--- config.mk ---
export PLATFORM = sky130hd
export DESIGN_NAME = nrzi_frame_ctrl
export DESIGN_NICKNAME = d
export VERILOG_FILES = /design/src/rtl/nrzi_frame_ctrl.sv
export SDC_FILE = /design/constraint.sdc
export NUM_CORES = 1
export LEC_CHECK = 0
export CORE_MARGIN = 2
export CORE_UTILIZATION = 45
export DETAILED_ROUTE_END_ITERATION = 10
export PLACE_DENSITY = 0.69
export SLEW_MARGIN = 10
export SYNTH_ARGS = -nofsm -noshare
export SYNTH_HDL_FRONTEND = slang
export SYNTH_SLANG_ARGS = --single-unit
--- constraint.sdc ---
create_clock -name clock -period 3.8 [get_ports clock]
set_input_delay 0.76 -clock clock [delete_from_list [all_inputs] [get_ports clock]]
set_output_delay 0.76 -clock clock [all_outputs]
set_load 0.01 [all_outputs]
--- src/rtl/nrzi_frame_ctrl.sv ---
// Frame sequencer for the mealy_nrzi encoder: accepts a word, clears the
// encoder for GAP cycles, then shifts the word out MSB-first on x_out.
module nrzi_frame_ctrl #(
    parameter int WIDTH = 16,
    parameter int GAP   = 2,
    parameter int CNT_W = 8
) (
    input  logic             clock,
    input  logic             reset,
    input  logic [WIDTH-1:0] word_in,
    input  logic             word_valid,
    output logic             word_ready,
    input  logic             abort,
    output logic             x_out,
    output logic             enc_clr,
    output logic             busy,
    output logic             done,
    output logic [CNT_W-1:0] frame_cnt
);

    localparam int BW = (WIDTH > 1) ? $clog2(WIDTH) : 1;
    localparam int GW = $clog2(GAP + 1);
    localparam logic [BW-1:0] BIT_LAST = BW'(WIDTH - 1);
    localparam logic [GW-1:0] GAP_LAST = GW'(GAP - 1);

    typedef enum logic [1:0] {IDLE, CLEAR, SHIFT, DONE} state_t;

    state_t           state;
    logic [WIDTH-1:0] shreg;
    logic [BW-1:0]    bit_cnt;
    logic [GW-1:0]    gap_cnt;

    assign word_ready = (state == IDLE);

    // Outputs are registered alongside the state, so every transition sets
    // the values that belong to the state being entered.
    always_ff @(posedge clock or negedge reset) begin
        if (!reset) begin
            state     <= IDLE;
            shreg     <= '0;
            bit_cnt   <= '0;
            gap_cnt   <= '0;
            x_out     <= 1'b0;
            enc_clr   <= 1'b0;
            busy      <= 1'b0;
            done      <= 1'b0;
            frame_cnt <= '0;
        end else begin
            case (state)
                IDLE: begin
                    x_out   <= 1'b0;
                    enc_clr <= 1'b0;
                    done    <= 1'b0;
                    if (word_valid) begin
                        shreg   <= word_in;
                        gap_cnt <= '0;
                        bit_cnt <= '0;
                        enc_clr <= 1'b1;
                        busy    <= 1'b1;
                        state   <= CLEAR;
                    end
                end
                CLEAR: begin
                    if (abort) begin
                        state   <= IDLE;
                        shreg   <= '0;
                        x_out   <= 1'b0;
                        enc_clr <= 1'b0;
                        busy    <= 1'b0;
                    end else if (gap_cnt == GAP_LAST) begin
                        state   <= SHIFT;
                        enc_clr <= 1'b0;
                        x_out   <= shreg[WIDTH-1];
                        shreg   <= {shreg[WIDTH-2:0], 1'b0};
                        bit_cnt <= '0;
                    end else begin
                        gap_cnt <= gap_cnt + 1'b1;
                    end
                end
                SHIFT: begin
                    // bit_cnt tracks the bit currently presented on x_out
                    if (abort) begin
                        state   <= IDLE;
                        shreg   <= '0;
                        x_out   <= 1'b0;
                        busy    <= 1'b0;
                    end else if (bit_cnt == BIT_LAST) begin
                        state   <= DONE;
                        x_out   <= 1'b0;
                        done    <= 1'b1;
                    end else begin
                        x_out   <= shreg[WIDTH-1];
                        shreg   <= {shreg[WIDTH-2:0], 1'b0};
                        bit_cnt <= bit_cnt + 1'b1;
                    end
                end
                DONE: begin
                    done      <= 1'b0;
                    busy      <= 1'b0;
                    frame_cnt <= frame_cnt + 1'b1;
                    state     <= IDLE;
                end
                default: begin
                    state <= IDLE;
                end
            endcase
        end
    end

endmodule
==> impl_metrics.csv, run 1 <==
group,metric,value,unit
logic_synthesis,netlist_instances,197,
grt,grt_pass1_vias,1422,
power_and_ir_drop,combPwrFrac,0.452,
clock_network,cts.sink_count,36,
route,vias_per_cell,5.285,
logic_synthesis,synth_area_leaders,"dfrtp_1 (46%), a21oi_2 (6.3%), nor2b_1 (5.4%)",
critical_path,arrival,2.74,ns
final_layout,final_common_cell,"dfrtp_1",
power_and_ir_drop,switching_power,658.6,uW
grt,grt_pass1_wl,6354,um
final_layout,mostFrequentLayoutCells,"dfrtp_1 (36), clkdlybuf4s50_1 (32), nor2_1 (23), a21oi_1 (19), nor2b_1 (17)",
clock_network,clk_latency,0.29,ns
logic_synthesis,synth.distinct_cells,41,
final_layout,nNetsFinal,258,
critical_path,required,3.98,ns
grt,grt_usage,0.1631,
status,status,"finished, final reports clean",
min_path,hold_class,"register to register",
logic_synthesis,synthFlopType,"dfrtp_1",
placement,io_buffers,32,
logic_synthesis,yosys_warnings,0,
timing,rsz0062_at_grt,"false",
power_and_ir_drop,switching_share,0.3808,
route,dr.pass1.iters,4,
final_layout,antenna-diode-count,0,
logic_synthesis,synth_top_area_frac,0.4604,
clock_network,h-tree-depth,2,
route,avgRoutedWirePerCell,12.85,um
timing,relSlewSlack,0.5997,
timing,tightest_slew,0.5992,ns
floorplan,die_h,69.95,um
clock_network,cts_buffers,5,
critical_path,worstSetupPathType,"primary input to register",
timing,holdWs,0.4754,ns
logic_synthesis,synth_seq_area_share,0.4604,
clock_network,cts_buffer_depth,2,
critical_path,crit_path_start_kind,"primary input",
final_layout,fillers,371,
route,drc_errors,0,
timing,setup_tns,0,ns
floorplan,die_area,4892,um2
floorplan,fp.dieW,69.95,um
timing,drv_slew,0,
timing,setup_violations,0,
grt,antenna_found_initial,0,
power_and_ir_drop,power.density,715.9,nW/um2
final_layout,syn2layout_area_growth,23.47,%
placement,dp_hpwl,2522,um
logic_synthesis,syn-num-nets,225,
route,drt_iter0_markers,75,
grt,grt_max_degree,37,
clock_network,clock-root-buffer,"clkbuf_8",
final_layout,seq_area,900.9,um2
logic_synthesis,ys_seq_elements,36,
power_and_ir_drop,p_leak,1.011,nW
critical_path,cp_max_fo,32,
logic_synthesis,synthMuxAreaShare,0.02174,
clock_network,tritoncts,"yes",
floorplan,core,4086,um2
placement,place_area,2305,um2
flow_run,cap_violations,0,
logic_synthesis,syn_area,1957,um2
clock_network,cts_resized,0,
critical_path,r2r_start,"state[1]",
logic_synthesis,synth_compound_area_frac,0.2148,
power_and_ir_drop,clkPwrFrac,0.194,
final_layout,stdcell_area,2416,um2
timing,max_freq,391.5,MHz
final_layout,fin_util,0.5912,
clock_network,cts-hold-fix-buffers,0,
logic_synthesis,synth-edff-count,0,
logic_synthesis,synth_fa_ha_area_frac,0.05115,
logic_synthesis,async_flop_share,1.000,
logic_synthesis,yosys.area.top_type,"dfrtp_1",
critical_path,r2r_end,"shreg[2]",
final_layout,drive_gt1_frac,0.1385,
timing,hold_viol_final,0,
clock_network,post_cts_buffers,0,
logic_synthesis,syn_area_per_cell,9.933,um2
route,vias,1485,
power_and_ir_drop,pwr-share-seq,0.354,
clock_network,cts.clk_slew.worst_paths,0.07,ns
min_path,min_path_cells,1,
placement,gp_congestion,0.8196,
critical_path,r2r_cells,7,
grt,grt_overflow,0,
floorplan,ios,33,
floorplan,initial_core_util,0.4789,
critical_path,rrSetupSlack,1.56,ns
logic_synthesis,synthXorXnorAreaFrac,0.03133,
logic_synthesis,synth-simple-area-share,0.1701,
min_path,holdPathEnd,"frame_cnt[7]",
min_path,min_from,"frame_cnt[7]",
power_and_ir_drop,p_int,1.071,mW
timing,finClkSkew,0.01033,ns
power_and_ir_drop,peakVddDrop,331.0,uV
logic_synthesis,synth_top_family_by_area,"compound AO/OA/AOI/OAI gates",
route,ant_nets,0,
floorplan,num_rows,23,
critical_path,cp-end-kind,"register",
timing,min_period,2.554,ns
final_layout,multi_input_area,957.2,um2
route,finalWirelength,3612,um
timing,timing.final.crit_share,0.6722,
==> power by group through the flow <==
stage | logic, mW | clock network, mW | registers, mW
6_report | 0.781 | 0.336 | 0.613
5_1_grt | 0.875 | 0.364 | 0.637
4_1_cts | 0.789 | 0.344 | 0.613
3_5_place_dp | 0.791 | 0 | 0.619
3_3_place_gp | 0.777 | 0 | 0.620
2_1_floorplan | 0.600 | 0 | 0.615
==> area by class of cell <==
class	instances	share of cell area
multi-input cells	141	0.3962
flip-flops and latches	36	0.3729
repair buffers	35	0.1419
clock buffers	5	0.02848
well taps	50	0.02589
clock inverters	3	0.01761
inverters	11	0.01709
==> routing by layer <==
| metal | vias to the layer above | global-route usage | share of wire | wire length (um) |
|---|---|---|---|---|
| met4 | 0 | 0.06197 | 0.015 | 54 |
| met3 | 6 | 0.05339 | 0.047 | 170 |
| met5 | - | 0 | 0 | 0 |
| met2 | 37 | 0.2635 | 0.47 | 1696 |
| li1 | 752 | - | - | - |
| met1 | 690 | 0.2030 | 0.47 | 1690 |
==> worst max-delay path: stages <==
cell             delay, ns
clkdlybuf4s50_1       0.66
and4b_4               0.27
a2111oi_4             0.32
buf_4                 0.40
o221ai_1              0.19
o21a_1                0.13
==> worst max path at each step <==
stage                      from         to  slack, ns  cells after the start
after global placement    abort   shreg[2]       0.96                      6
after global routing      abort   shreg[2]       1.14                      6
after detailed placement  abort   shreg[2]       0.94                      6
after floorplan           abort  shreg[12]       1.80                      5
after CTS                 abort   shreg[2]       1.24                      6
final                     abort   shreg[2]       1.25                      6
==> synthesized netlist by cell type, types with 2 or more instances <==
| cell type | n |
|---|---|
| o22ai_1 | 2 |
| nor2_1 | 23 |
| inv_1 | 11 |
| dfrtp_1 | 36 |
| buf_6 | 2 |
| nor3_1 | 2 |
| mux2i_1 | 2 |
| a21oi_2 | 14 |
| a21oi_1 | 19 |
| xor2_1 | 3 |
| clkbuf_1 | 3 |
| o21ai_0 | 7 |
| nor2b_1 | 17 |
| nand2b_1 | 2 |
| nand3_1 | 4 |
| a31oi_1 | 3 |
| xnor2_1 | 4 |
| nand4_1 | 3 |
| ha_1 | 8 |
| buf_4 | 2 |
| a41o_1 | 2 |
| nand2_1 | 8 |
| mux2_2 | 2 |
==> state kept, by name, indices dropped and copies added, names as in the netlist <==
signal,flops
enc_clr,1
shreg,16
x_out,1
busy,1
bit_cnt,4
state,2
frame_cnt,8
done,1
gap_cnt,2
==> cell families after synthesis <==
logic type | count (synthesis)
and+or+nand+nor | 64
adders and majority gates | 8
muxes | 4
AOI/OAI and AO/OA | 58
buffers and inverters | 20
xor gates and xnor gates | 7
DFF | 36
==> stage by stage <==
step	setup WS [ns]	power [mW]	cells
global placement	0.9639	1.396	273
CTS	1.242	1.746	281
global route	1.143	1.876	281
floorplan	1.800	1.215	197
detailed placement	0.9396	1.410	273
finish	1.246	1.730	281
(Power assumes the default switching activity.)
==> inputs of run 2 (changes only) <==
--- a/config.mk
+++ b/config.mk
@@ -8,7 +8,7 @@
 export CORE_MARGIN = 2
 export CORE_UTILIZATION = 45
 export DETAILED_ROUTE_END_ITERATION = 10
-export PLACE_DENSITY = 0.69
+export PLACE_DENSITY = 0.72
 export SLEW_MARGIN = 10
 export SYNTH_ARGS = -nofsm -noshare
 export SYNTH_HDL_FRONTEND = slang
==> constraint.sdc (replaced) <==
create_clock -name clock -period 2.15 [get_ports clock]
set_input_delay 0.43 -clock clock [delete_from_list [all_inputs] [get_ports clock]]
set_output_delay 0.43 -clock clock [all_outputs]
set_load 0.01 [all_outputs]
==> impl_metrics.csv, run 2 (synthesis results as in run 1) <==
group,metric,value,unit
grt,antenna_found_initial,0,
critical_path,cp-end-kind,"output pin",
route,dr.pass1.iters,4,
critical_path,crit_path_start_kind,"register",
final_layout,nNetsFinal,270,
clock_network,cts.clk_slew.worst_paths,0.08,ns
grt,grt_pass1_wl,6451,um
timing,rsz0062_at_grt,"false",
clock_network,clk_latency,0.30,ns
timing,max_freq,479.6,MHz
final_layout,antenna-diode-count,0,
timing,min_period,2.085,ns
clock_network,cts-hold-fix-buffers,0,
clock_network,cts_buffer_depth,2,
placement,dp_hpwl,2658,um
final_layout,largest_reg_flops,16,
route,ant_nets,0,
timing,timing.final.crit_share,0.9698,
floorplan,die_area,4892,um2
critical_path,worstSetupPathType,"register to output pin",
clock_network,cts.sink_count,36,
final_layout,top_regs,"shreg (16), frame_cnt (8), bit_cnt (4)",
timing,relSlewSlack,0.6989,
floorplan,num_rows,23,
route,drt_iter0_markers,133,
power_and_ir_drop,p_int,2.038,mW
timing,drv_slew,0,
min_path,min_path_cells,1,
route,drt-met1-wl,1795,um
route,avgRoutedWirePerCell,13.17,um
floorplan,fp.dieW,69.95,um
placement,io_buffers,32,
power_and_ir_drop,power.density,1288,nW/um2
clock_network,clock-root-buffer,"clkbuf_8",
route,drc_errors,0,
critical_path,arrival,1.66,ns
critical_path,cp_max_fo,6,
power_and_ir_drop,switching_power,1.223,mW
critical_path,r2r_cells,6,
clock_network,h-tree-depth,2,
grt,grt_overflow,0,
final_layout,regMostFlops,"shreg",
clock_network,tritoncts,"yes",
min_path,hold_class,"register to register",
grt,grt_pass1_vias,1398,
power_and_ir_drop,switching_share,0.3749,
route,dr.max_layer_used,"met4",
status,status,"finished, final reports clean",
power_and_ir_drop,peakVddDrop,594.0,uV
flow_run,cap_violations,0,
grt,grt_usage,0.1656,
timing,hold_viol_final,0,
grt,grt_max_degree,37,
floorplan,core,4086,um2
final_layout,mostFrequentLayoutCells,"dfrtp_1 (36), clkdlybuf4s50_1 (32), nor2_1 (23), a21oi_1 (19), nor2b_1 (17)",
final_layout,drive_gt1_frac,0.1893,
timing,setup_tns,0,ns
route,wl_met3,145,um
power_and_ir_drop,combPwrFrac,0.484,
placement,gp_congestion,0.8438,
final_layout,fin_util,0.6194,
critical_path,required,1.72,ns
power_and_ir_drop,p_leak,1.076,nW
timing,tightest_slew,0.4516,ns
floorplan,ios,33,
floorplan,initial_core_util,0.4789,
route,vias_per_cell,5.198,
route,finalWirelength,3860,um
route,vias,1523,
power_and_ir_drop,clkPwrFrac,0.184,
timing,setup_violations,0,
route,wl_met2,1866,um
timing,finClkSkew,0.01057,ns
final_layout,final_common_cell,"dfrtp_1",
floorplan,die_h,69.95,um
final_layout,syn2layout_area_growth,29.35,%
clock_network,cts_buffers,5,
power_and_ir_drop,pwr-share-seq,0.332,
==> run 2: cell count changes in the layout (fill, tap and decap cells not counted), sizes merged <==
cell	delta
buf	+12
==> run 2: final cells by class <==
type	count	area (um2)
fill	356	1555
multi-input combinational	141	969.7
sequential	36	900.9
timing repair buffer	47	445.4
clock buffer	5	68.82
tap	50	62.56
clock inverter	3	42.54
inverter	11	41.29
==> run 2: power groups by stage <==
| stage | Clock, mW | Combinational [mW] | Sequential [mW] |
|---|---|---|---|
| after floorplan | 0 | 1.06 | 1.09 |
| after global placement | 0 | 1.49 | 1.09 |
| after detailed placement | 0 | 1.52 | 1.10 |
| after CTS | 0.617 | 1.55 | 1.09 |
| after global routing | 0.645 | 1.75 | 1.12 |
| final | 0.601 | 1.58 | 1.08 |
==> run 2: critical path: stages, from the launching register on <==
cell and delay, ns:
dfrtp_1 0.42, inv_2 0.11, ha_4 0.18, buf_4 0.13, clkdlybuf4s50_1 0.52
==> run 2: repair_timing <==
action / CTS / global route
setup buffers: 0 / 3
cloned: 0 / 0
setup endpoints to repair: 1 / 1
pin swaps: 0 / 0
gates resized for setup: 3 / 0
==> run 2: path summary, 6_finish.rpt <==
check	startpoint	end	slack (ns)
worst max-delay path	state[0]	word_ready	0.06
worst min-delay path	frame_cnt[7]	frame_cnt[7]	0.47
worst max register to register	bit_cnt[0]	shreg[0]	0.29
worst min register to register	frame_cnt[7]	frame_cnt[7]	0.47
max in group asynchronous	reset	done	1.28
min in group asynchronous	reset	shreg[10]	0.54
==> run 2: layer usage <==
metal | track usage | vias up
met5 | 0 | -
met4 | 0.05769 | 0
met3 | 0.04762 | 7
met2 | 0.2667 | 25
met1 | 0.2135 | 713
li1 | - | 778
==> run 2: per-stage QoR <==
step / worst slack [ns] / area (um2) / hold WS [ns] / total power, mW / instances
3_3_place_gp: 0.09469 / 2385 / 0.4600 / 2.584 / 282
6_report: 0.06485 / 2531 / 0.4676 / 3.261 / 293
2_1_floorplan: 0.2937 / 1957 / 0.1344 / 2.148 / 197
5_1_grt: 0.02129 / 2531 / 0.4895 / 3.516 / 293
4_1_cts: 0.02347 / 2509 / 0.4758 / 3.253 / 290
3_5_place_dp: 0.05791 / 2385 / 0.4660 / 2.620 / 282
==> inputs of run 3 (changes only) <==
--- a/config.mk
+++ b/config.mk
@@ -8,8 +8,7 @@
 export CORE_MARGIN = 2
 export CORE_UTILIZATION = 45
 export DETAILED_ROUTE_END_ITERATION = 10
-export PLACE_DENSITY = 0.72
-export SLEW_MARGIN = 10
+export PLACE_DENSITY = 0.78
 export SYNTH_ARGS = -nofsm -noshare
 export SYNTH_HDL_FRONTEND = slang
 export SYNTH_SLANG_ARGS = --single-unit
==> impl_metrics.csv, run 3 (synthesis results as in run 1) <==
group,metric,value,unit
floorplan,die_h,69.95,um
timing,relSlewSlack,0.4840,
timing,setup_violations,0,
timing,min_period,2.043,ns
clock_network,cts-hold-fix-buffers,0,
clock_network,post_cts_buffers,0,
critical_path,r2r_end,"bit_cnt[0]",
final_layout,fillers,333,
critical_path,required,1.72,ns
timing,timing.final.crit_share,0.9504,
timing,setup_tns,0,ns
clock_network,h-tree-depth,2,
clock_network,cts.sink_count,36,
timing,drv_slew,0,
status,status,"finished, final reports clean",
critical_path,r2r_cells,7,
route,dr.pass1.iters,4,
clock_network,tritoncts,"yes",
power_and_ir_drop,p_leak,1.040,nW
grt,grt_overflow,0,
grt,grt_max_degree,37,
floorplan,initial_core_util,0.4789,
power_and_ir_drop,peakVddDrop,697.0,uV
final_layout,antenna-diode-count,0,
final_layout,drive_gt1_frac,0.1723,
critical_path,worst-path-buf-inv,2,
critical_path,r2r_start,"state[1]",
grt,antenna_found_initial,0,
clock_network,cts_buffers,5,
min_path,hold_class,"primary input to async pin",
timing,holdWs,0.2161,ns
placement,gp_congestion,0.7825,
timing,tightest_slew,0.7740,ns
critical_path,crit_path_top_delay_cell,"clkdlybuf4s50_1",
route,vias,1520,
critical_path,arrival,1.61,ns
floorplan,ios,33,
floorplan,core,4086,um2
final_layout,syn2layout_area_growth,25.51,%
final_layout,top_regs,"shreg (16), frame_cnt (8), bit_cnt (4)",
critical_path,cp-end-kind,"output pin",
timing,finClkSkew,0.004085,ns
clock_network,cts_buffer_depth,2,
final_layout,mostFrequentLayoutCells,"dfrtp_1 (36), clkdlybuf4s50_1 (31), nor2_1 (23), a21oi_1 (19), nor2b_1 (17)",
critical_path,cp_max_fo,5,
final_layout,final_common_cell,"dfrtp_1",
critical_path,critical-path-top-delay-family,"buffers and inverters",
final_layout,nNetsFinal,266,
critical_path,crit_path_max_incr_delay,0.55,ns
critical_path,crit_path_start_kind,"register",
final_layout,regMostFlops,"shreg",
timing,rsz0062_at_grt,"false",
power_and_ir_drop,power.density,1236,nW/um2
flow_run,cap_violations,0,
route,avgRoutedWirePerCell,12.86,um
placement,io_buffers,32,
timing,max_freq,489.4,MHz
route,drc_errors,0,
critical_path,crit_chain,"inv_1, ha_2, clkdlybuf4s50_1",
critical_path,worstSetupPathType,"register to output pin",
grt,grt_pass1_wl,6444,um
clock_network,cts.clk_slew.worst_paths,0.07,ns
clock_network,clk_latency,0.29,ns
route,ant_nets,0,
grt,grt_pass1_vias,1445,
floorplan,num_rows,23,
timing,hold_viol_final,0,
route,finalWirelength,3705,um
final_layout,largest_reg_flops,16,
clock_network,clock-root-buffer,"clkbuf_8",
critical_path,rrSetupSlack,0.20,ns
power_and_ir_drop,total_power,3.036,mW
route,drt_iter0_markers,77,
floorplan,die_area,4892,um2
route,vias_per_cell,5.278,
placement,dp_hpwl,2692,um
grt,grt_usage,0.1643,
clock_network,cts_resized,0,
floorplan,fp.dieW,69.95,um
run 3: stage by stage:
| step | instance area (um2) | util | setup WS, ns | std cells |
|---|---|---|---|---|
| after floorplan | 1957 | - | 0.2937 | 197 |
| after global placement | 2372 | 0.5805 | 0.09293 | 281 |
| after detailed placement | 2372 | 0.5805 | 0.07421 | 281 |
| after CTS | 2454 | 0.6004 | 0.05429 | 288 |
| after global routing | 2456 | 0.6010 | 0.04458 | 288 |
| final | 2456 | 0.6010 | 0.1066 | 288 |
run 3: how the worst max path moves through the flow:
stage,startpoint,end,slack (ns),depth (start not counted)
after floorplan,state[1],shreg[12],0.29,7
after global placement,abort,bit_cnt[0],0.09,6
after detailed placement,abort,bit_cnt[3],0.07,7
after CTS,state[0],word_ready,0.05,3
after global routing,state[1],word_ready,0.04,3
final,state[0],word_ready,0.11,3
run 3: layer usage:
layer / share of wire / up-vias / wire [um] / track usage
met5: 0 / - / 0 / 0
met4: 0.012 / 0 / 45 / 0.05128
met3: 0.044 / 6 / 164 / 0.05195
met2: 0.48 / 39 / 1772 / 0.2720
met1: 0.47 / 706 / 1723 / 0.2046
li1: - / 769 / - / -
run 3: power by group:
| group | switching [mW] | total, mW | internal [mW] |
|---|---|---|---|
| registers | 0.159 | 1.09 | 0.928 |
| clock network | 0.230 | 0.449 | 0.219 |
| logic | 0.784 | 1.50 | 0.717 |
run 3: area by class of cell:
cell class,count,area [um2],share of cell area
Multi-Input combinational cell,141,959.7,0.3907
Timing Repair Buffer,43,410.4,0.1671
Inverter,11,41.29,0.01681
Clock buffer,5,68.82,0.02802
Tap cell,50,62.56,0.02547
Clock inverter,2,12.51,0.005094
Sequential cell,36,900.9,0.3668
